--- src/rtl/inst_fetch_pkg.sv ---
// Shared definitions for the instruction fetch unit: opcodes the predictor
// decodes, the fetch FSM state type and the branch counter reset value.
package inst_fetch_pkg;

  localparam logic [6:0] OPC_JAL     = 7'b1101111;
  localparam logic [6:0] OPC_BRANCH  = 7'b1100011;

  // Weakly not-taken: one taken outcome is enough to flip the prediction.
  localparam logic [1:0] BHT_RST_VAL = 2'b01;

  typedef enum logic {
    S_IDLE     = 1'b0,
    S_WAIT_MEM = 1'b1
  } fetch_state_t;

endpackage

--- src/rtl/inst_fetch_if.sv ---
// Word-fetch bus between the fetch unit (master) and the memory
// controller (slave). A request is held until the completion pulse.
interface inst_fetch_if;

  logic        mem_req;
  logic [31:0] mem_addr;
  logic        mem_done;
  logic [31:0] mem_data;

  modport master (
    output mem_req,
    output mem_addr,
    input  mem_done,
    input  mem_data
  );

  modport slave (
    input  mem_req,
    input  mem_addr,
    output mem_done,
    output mem_data
  );

endinterface

--- src/rtl/inst_fetch_bht.sv ---
// Branch history table: BHT_SIZE two-bit saturating counters with one
// combinational lookup port and one registered update port. Only built
// when BRANCH_PREDICT_EN is defined.
module bht
  import inst_fetch_pkg::*;
#(
  parameter int BHT_SIZE = 256
) (
  input  logic        clk,
  input  logic        rst,
  input  logic        i_rdy,
  input  logic [31:0] i_lk_pc,
  output logic [1:0]  o_lk_ctr,
  input  logic        i_upd_en,
  input  logic [31:0] i_upd_pc,
  input  logic        i_upd_taken
);

  localparam int IDX_W = $clog2(BHT_SIZE);

  logic [1:0]       r_ctr [BHT_SIZE];
  logic [IDX_W-1:0] w_lk_idx;
  logic [IDX_W-1:0] w_upd_idx;
  logic             w_unused;

  function automatic logic [1:0] sat_step(input logic [1:0] ctr, input logic taken);
    if (taken)
      return (ctr == 2'b11) ? ctr : ctr + 2'b01;
    else
      return (ctr == 2'b00) ? ctr : ctr - 2'b01;
  endfunction

  assign w_lk_idx  = i_lk_pc[IDX_W+1:2];
  assign w_upd_idx = i_upd_pc[IDX_W+1:2];
  // Read of the registered array: a same-cycle update is not yet visible.
  assign o_lk_ctr  = r_ctr[w_lk_idx];
  assign w_unused  = ^{i_lk_pc[31:IDX_W+2], i_lk_pc[1:0],
                       i_upd_pc[31:IDX_W+2], i_upd_pc[1:0]};

  // Counter training from committed branches; reset to weakly not-taken.
  always_ff @(posedge clk) begin
    if (!rst) begin
      for (int i = 0; i < BHT_SIZE; i++) r_ctr[i] <= BHT_RST_VAL;
    end else if (i_rdy && i_upd_en) begin
      r_ctr[w_upd_idx] <= sat_step(r_ctr[w_upd_idx], i_upd_taken);
    end
  end

endmodule

--- src/rtl/inst_fetch.sv ---
// Instruction fetch: direct-mapped one-word icache, two-state miss FSM and
// next-pc prediction (JAL always taken; conditional branches via the BHT).
// Optional feature macro: BRANCH_PREDICT_EN builds the BHT; without it
// conditional branches predict fall-through and br_* inputs are ignored.
module inst_fetch
  import inst_fetch_pkg::*;
#(
  parameter int ICACHE_LINES = 16,
  parameter int BHT_SIZE     = 256
) (
  input  logic               clk,
  input  logic               rst,
  input  logic               i_rdy,
  input  logic               i_rs_full,
  input  logic               i_lsb_full,
  input  logic               i_rob_full,
  output logic               o_inst_rdy,
  output logic [31:0]        o_inst,
  output logic [31:0]        o_inst_pc,
  output logic               o_inst_pred_jump,
  inst_fetch_if.master       mem_if,
  input  logic               i_rollback,
  input  logic [31:0]        i_rollback_pc,
  input  logic               i_br_update,
  input  logic [31:0]        i_br_pc,
  input  logic               i_br_taken
);

  localparam int IDX_W = $clog2(ICACHE_LINES);
  localparam int TAG_W = 32 - IDX_W - 2;

  fetch_state_t          r_state;
  logic [31:0]           r_pc;
  logic                  r_inst_rdy;
  logic [31:0]           r_inst;
  logic [31:0]           r_inst_pc;
  logic                  r_pred_jump;
  logic                  r_mem_req;
  logic [31:0]           r_mem_addr;
  logic [ICACHE_LINES-1:0] r_ic_valid;
  logic [TAG_W-1:0]      r_ic_tag  [ICACHE_LINES];
  logic [31:0]           r_ic_data [ICACHE_LINES];

  logic [IDX_W-1:0]      w_idx;
  logic [TAG_W-1:0]      w_tag;
  logic                  w_hit;
  logic [31:0]           w_word;
  logic                  w_full;
  logic                  w_issue;
  logic                  w_fill;
  logic [IDX_W-1:0]      w_fill_idx;
  logic [TAG_W-1:0]      w_fill_tag;
  logic                  w_bht_taken;
  logic [31:0]           w_next_pc;
  logic                  w_pred;

  function automatic logic signed [31:0] imm_j(input logic [31:0] w);
    return {{12{w[31]}}, w[19:12], w[20], w[30:21], 1'b0};
  endfunction

  function automatic logic signed [31:0] imm_b(input logic [31:0] w);
    return {{20{w[31]}}, w[7], w[30:25], w[11:8], 1'b0};
  endfunction

  assign w_idx      = r_pc[IDX_W+1:2];
  assign w_tag      = r_pc[31:IDX_W+2];
  assign w_word     = r_ic_data[w_idx];
  assign w_hit      = r_ic_valid[w_idx] && (r_ic_tag[w_idx] == w_tag);
  assign w_full     = i_rs_full || i_lsb_full || i_rob_full;
  assign w_issue    = i_rdy && !i_rollback && !w_full && (r_state == S_IDLE) && w_hit;
  assign w_fill     = (r_state == S_WAIT_MEM) && mem_if.mem_done;
  assign w_fill_idx = r_mem_addr[IDX_W+1:2];
  assign w_fill_tag = r_mem_addr[31:IDX_W+2];

`ifdef BRANCH_PREDICT_EN
  logic [1:0] w_bht_ctr;

  bht #(
    .BHT_SIZE (BHT_SIZE)
  ) u_bht (
    .clk         (clk),
    .rst         (rst),
    .i_rdy       (i_rdy),
    .i_lk_pc     (r_pc),
    .o_lk_ctr    (w_bht_ctr),
    .i_upd_en    (i_br_update),
    .i_upd_pc    (i_br_pc),
    .i_upd_taken (i_br_taken)
  );

  assign w_bht_taken = w_bht_ctr[1];
`else
  logic w_unused;

  assign w_bht_taken = 1'b0;
  assign w_unused    = ^{i_br_update, i_br_pc, i_br_taken, 32'(BHT_SIZE)};
`endif

  // Next-pc prediction for the word currently addressed by pc.
  always_comb begin
    w_next_pc = r_pc + 32'd4;
    w_pred    = 1'b0;
    if (w_word[6:0] == OPC_JAL) begin
      w_next_pc = r_pc + $unsigned(imm_j(w_word));
      w_pred    = 1'b1;
    end else if ((w_word[6:0] == OPC_BRANCH) && w_bht_taken) begin
      w_next_pc = r_pc + $unsigned(imm_b(w_word));
      w_pred    = 1'b1;
    end
  end

  // Fetch FSM, decoder outputs, memory request and icache valid bits.
  always_ff @(posedge clk) begin
    if (!rst) begin
      r_state     <= S_IDLE;
      r_pc        <= 32'd0;
      r_inst_rdy  <= 1'b0;
      r_inst      <= 32'd0;
      r_inst_pc   <= 32'd0;
      r_pred_jump <= 1'b0;
      r_mem_req   <= 1'b0;
      r_mem_addr  <= 32'd0;
      r_ic_valid  <= '0;
    end else if (i_rdy) begin
      r_inst_rdy <= 1'b0;
      case (r_state)
        S_IDLE: begin
          if (w_issue) begin
            r_inst_rdy  <= 1'b1;
            r_inst      <= w_word;
            r_inst_pc   <= r_pc;
            r_pred_jump <= w_pred;
            r_pc        <= w_next_pc;
          end else if (!i_rollback && !w_hit) begin
            r_mem_req  <= 1'b1;
            r_mem_addr <= r_pc;
            r_state    <= S_WAIT_MEM;
          end
        end
        S_WAIT_MEM: begin
          // The fill always completes, even across a rollback; the filled
          // word is issued later from IDLE as an ordinary hit.
          if (mem_if.mem_done) begin
            r_ic_valid[w_fill_idx] <= 1'b1;
            r_mem_req              <= 1'b0;
            r_state                <= S_IDLE;
          end
        end
        default: r_state <= S_IDLE;
      endcase
      if (i_rollback) r_pc <= i_rollback_pc;
    end
  end

  // Icache data and tag capture on fill completion (no reset on data).
  always_ff @(posedge clk) begin
    if (rst && i_rdy && w_fill) begin
      r_ic_data[w_fill_idx] <= mem_if.mem_data;
      r_ic_tag[w_fill_idx]  <= w_fill_tag;
    end
  end

  assign o_inst_rdy       = r_inst_rdy;
  assign o_inst           = r_inst;
  assign o_inst_pc        = r_inst_pc;
  assign o_inst_pred_jump = r_pred_jump;
  assign mem_if.mem_req   = r_mem_req;
  assign mem_if.mem_addr  = r_mem_addr;

endmodule

--- src/flat_wrapper.sv ---
// flat-port wrapper written by rule: the top's interface ports become plain ports
module inst_fetch_flat import inst_fetch_pkg::*;
#(
  parameter int ICACHE_LINES = 16,
  parameter int BHT_SIZE     = 256
)
  (clk, rst, i_rdy, i_rs_full, i_lsb_full, i_rob_full, o_inst_rdy, o_inst, o_inst_pc, o_inst_pred_jump, i_rollback, i_rollback_pc, i_br_update, i_br_pc, i_br_taken, mem_if_mem_req, mem_if_mem_addr, mem_if_mem_done, mem_if_mem_data);
  inst_fetch_if mem_if_i ();
  input  logic clk;
  input  logic rst;
  input  logic i_rdy;
  input  logic i_rs_full;
  input  logic i_lsb_full;
  input  logic i_rob_full;
  output logic o_inst_rdy;
  output logic [31:0] o_inst;
  output logic [31:0] o_inst_pc;
  output logic o_inst_pred_jump;
  input  logic i_rollback;
  input  logic [31:0] i_rollback_pc;
  input  logic i_br_update;
  input  logic [31:0] i_br_pc;
  input  logic i_br_taken;
  output wire logic [$bits(mem_if_i.mem_req)-1:0] mem_if_mem_req;
  output wire logic [$bits(mem_if_i.mem_addr)-1:0] mem_if_mem_addr;
  input wire logic [$bits(mem_if_i.mem_done)-1:0] mem_if_mem_done;
  input wire logic [$bits(mem_if_i.mem_data)-1:0] mem_if_mem_data;
  assign mem_if_mem_req = mem_if_i.mem_req;
  assign mem_if_mem_addr = mem_if_i.mem_addr;
  assign mem_if_i.mem_done = mem_if_mem_done;
  assign mem_if_i.mem_data = mem_if_mem_data;
  inst_fetch #(.ICACHE_LINES(ICACHE_LINES), .BHT_SIZE(BHT_SIZE)) u_core (.clk(clk), .rst(rst), .i_rdy(i_rdy), .i_rs_full(i_rs_full), .i_lsb_full(i_lsb_full), .i_rob_full(i_rob_full), .o_inst_rdy(o_inst_rdy), .o_inst(o_inst), .o_inst_pc(o_inst_pc), .o_inst_pred_jump(o_inst_pred_jump), .mem_if(mem_if_i), .i_rollback(i_rollback), .i_rollback_pc(i_rollback_pc), .i_br_update(i_br_update), .i_br_pc(i_br_pc), .i_br_taken(i_br_taken));
endmodule
--- config.mk ---
export PLATFORM = sky130hd
export DESIGN_NAME = inst_fetch_flat
export DESIGN_NICKNAME = d
export VERILOG_FILES = /design/src/rtl/inst_fetch_pkg.sv /design/src/rtl/inst_fetch_if.sv /design/src/rtl/inst_fetch_bht.sv /design/src/rtl/inst_fetch.sv /design/src/flat_wrapper.sv
export SDC_FILE = /design/constraint.sdc
export NUM_CORES = 1
export LEC_CHECK = 0
export CORE_UTILIZATION = 54
export DETAILED_ROUTE_END_ITERATION = 8
export PLACE_DENSITY = 0.8
export SETUP_SLACK_MARGIN = 0.15
export SLEW_MARGIN = 10
export SYNTH_ARGS = -nofsm -noshare
export SYNTH_HDL_FRONTEND = slang
export SYNTH_SLANG_ARGS = --single-unit
--- constraint.sdc ---
create_clock -name clk -period 6.2 [get_ports clk]
set_clock_uncertainty 0.05 [all_clocks]
set_input_delay 0.62 -clock clk [delete_from_list [all_inputs] [get_ports clk]]
set_output_delay 0.62 -clock clk [all_outputs]
set_load 0.1 [all_outputs]
==> run metrics <==
vias in the first global route 25250; Hold Crit Class register to register; Post-synth ARST share 0%; P_sw 0.003407 W; number of synthesized flops with an enable pin 928; Reg2Reg Depth 14; Int Pwr 0.01193 W; CP Data Arrival Time 6.18 ns; RR Endpoint u_core.r_pc[24]; mapped cell area 43720 sq um; part of the power in the clock network 41.7%; status complete, no violations; CP bufs+invs 1; CP startpoint kind register; Worst path max stage delay 1.02 ns; Final min period 5.648 ns; cts repair resizes 0; main flop type after synthesis edfxtp_1; Max Transition Viols Final 0; CTS Buffer Depth 3; Max Cap Viol 0; worst-path fanout max 50; I/O Pins 205; required time of the critical path 6.73 ns; Area Overhead vs Synth 15.26%; Antenna diodes 0; hold depth 2; initial antenna violation count 2; fraction of layout cells with a size suffix above 1 19.36%; Via density 6.584; FMAX 0.1771 GHz; Worst-Margin Slew 1.218 ns; WL per Instance 30.09 microns; Clock Sinks 1080; fin nets 2827; Setup-failing EPs final 0; hold endpoint u_core.o_inst_pc[27]; area of the core 79520 sq um; Placer Congestion 0.9017; IO Port Bufs 170; H-tree lvl count 3; most common cell after layout, fill and taps aside edfxtp_1; Die Y-Extent 286.5 microns; CTS tree yes; commonest cells after routing, fill and taps aside edfxtp_1, mux4_2, nand2_1; setup TNS 0 ns; HPWL after DPL 66390 microns; Final Hold Fails 0; clock-pin slew on the worst setup and hold paths 0.06 ns; Num CTS Buffers 103; global-route wire length before repair 168100 microns; Static Leak 15.75 nW; VDD IR max 0.0002607 V; FF-to-FF setup slack 0.55 ns; register area share after synthesis 70.70%; Util after Layout 63.38%; unique cell type count in the Yosys netlist 72; CP endpoint kind register; CTS Hold Buffers Added 0; Routed WL 115200 microns; final period utilization 91.09%; Top delay family on crit path compound AO/OA/AOI/OAI gates; Crit-path slowest cell dfxtp_4; # DRC 0; antenna viol nets, final 0; #FFs+latches synth 1080; Placed Cells 3634; syn_area_per_cell 17.47 sq um; total grt overflow 0; root buf cell clkbuf_16; Combinational Power Share 6.4%; synthesized instance count 2502; CP Cell Sequence buf_4 -> mux4_2 -> mux4_2 -> ha_1 -> nand2_1 -> nor2_1 -> a211oi_1 -> a31oi_1 -> o21ai_0 -> o21ai_0 -> a311oi_1 -> xor2_1 -> a211o_1 -> a311oi_1; Die X-Extent 286.5 microns; Power Dens Cells 304.4 nW/um^2; via count 25210; 1st-iter DRT viols 3389; Clock Latency Late Sink 0.69 ns; Total GRT Usage 28.33%; syn nets 2640; row count 103; Initial DRT Pass Iterations 6; register share of total power 51.9%; final cell count without fillers 3829; die area 82110 sq um; RSZ-0062 raised after global routing no; largest net degree at the start of global routing 79; synth warn 0; Post-CTS Setup Bufs 0; Switching Fraction 22.21%; Slew Limit Headroom 18.58%; Worst Hold Launch u_core.o_inst_pc[27]; Starting Density 54.98%; critical path type register to register
worst reg2reg max path: stages (launching register included):
cell	delay [ns]
dfxtp_4	1.02
buf_4	0.41
mux4_2	0.53
mux4_2	0.56
ha_1	0.42
nand2_1	0.10
nor2_1	0.04
a211oi_1	0.33
a31oi_1	0.23
o21ai_0	0.56
o21ai_0	0.25
a311oi_1	0.36
xor2_1	0.12
a211o_1	0.31
a311oi_1	0.26
synth_stat cells, drive strengths merged, types with 7 or more instances:
library cell | number | area [sq um]
dfxtp | 152 | 3043
ha | 31 | 387.9
a31oi | 11 | 68.82
and4 | 8 | 70.07
nor3 | 15 | 75.07
clkbuf | 85 | 319.1
a21o | 27 | 202.7
nand3 | 32 | 160.2
o21ai | 34 | 170.2
a21oi | 125 | 625.6
nand2 | 197 | 739.5
a311oi | 9 | 78.83
a22oi | 8 | 60.06
nor2 | 116 | 435.4
inv | 24 | 90.09
o211ai | 16 | 120.1
nand4 | 19 | 118.9
xnor2 | 52 | 455.4
nor2b | 9 | 56.30
o22ai | 7 | 43.79
and2 | 7 | 43.79
nand2b | 12 | 75.07
nor4 | 9 | 77.57
a211oi | 29 | 217.7
mux2i | 86 | 860.8
edfxtp | 928 | 27870
and3 | 12 | 75.07
nor3b | 7 | 52.55
xor2 | 23 | 201.4
buf | 72 | 392.9
mux4 | 258 | 5811
mux2 | 10 | 112.6
cell families after synthesis:
kind of cell | share of synthesized area, %
flip-flops | 70.70
XOR/XNOR | 1.502
adder cells (fa/ha/maj) | 0.9329
AO/OA/AOI/OAI | 4.659
AND/OR/NAND/NOR | 4.856
buffers and inverters | 1.834
multiplexers | 15.52
routing by layer:
metal	vias up	part of all wire, %	GRT usage, %
met5	-	0.023	0
met2	1664	48	45.39
li1	10330	-	-
met1	12930	37	39.34
met4	4	3.4	9.532
met3	277	11	5.429
power by group through the flow:
| stage | logic (W) | registers, W | clock network (W) |
|---|---|---|---|
| 2_1_floorplan | 0.000639 | 0.00809 | 0 |
| 3_3_place_gp | 0.000927 | 0.00811 | 0 |
| 3_5_place_dp | 0.000950 | 0.00811 | 0 |
| 4_1_cts | 0.000962 | 0.00796 | 0.00646 |
| 5_1_grt | 0.00103 | 0.00796 | 0.00673 |
| 6_report | 0.000977 | 0.00796 | 0.00640 |
layout make-up:
type,instances,area (sq um)
tap,1050,1314
clock inverter,56,639.4
fill,5158,29120
multi-input combinational,1241,12140
timing repair buffer,239,2425
inverter,24,93.84
sequential,1080,30920
clock buffer,139,2863
registers in the layout, indices dropped and copies added (netlist names), named ones only:
signal / count
u_core.r_pc: 32
u_core.o_inst_pc: 32
u_core.mem_if.mem_addr: 32
u_core.r_ic_valid: 16
u_core.r_ic_tag: 416
u_core.r_ic_data: 512
u_core.o_inst_rdy: 1
u_core.o_inst_pred_jump: 1
u_core.o_inst: 32
u_core.r_state: 1
u_core.mem_if.mem_req: 1
through the flow:
step / power (W) / hold slack, ns / area, sq um / setup WS (ns)
global placement: 0.009038 / 0.3776 / 46890 / 0.6640
detailed placement: 0.009064 / 0.3895 / 46890 / 0.6643
finish: 0.01534 / 0.4034 / 50390 / 0.5521
global route: 0.01572 / 0.4181 / 50390 / 0.2094
floorplan: 0.008726 / 0.3711 / 43730 / 0.2094
CTS: 0.01538 / 0.4039 / 50390 / 0.6219
worst max-delay path by stage:
stage | to | slack, ns | cells past startpoint
4_1_cts | u_core.r_pc[24] | 0.62 | 13
3_3_place_gp | u_core.r_pc[24] | 0.66 | 13
2_1_floorplan | u_core.r_pc[31] | 0.21 | 25
6_report | u_core.r_pc[24] | 0.55 | 14
5_1_grt | u_core.r_pc[24] | 0.21 | 14
3_5_place_dp | u_core.r_pc[24] | 0.66 | 13
Power figures use the tool's default switching activity.
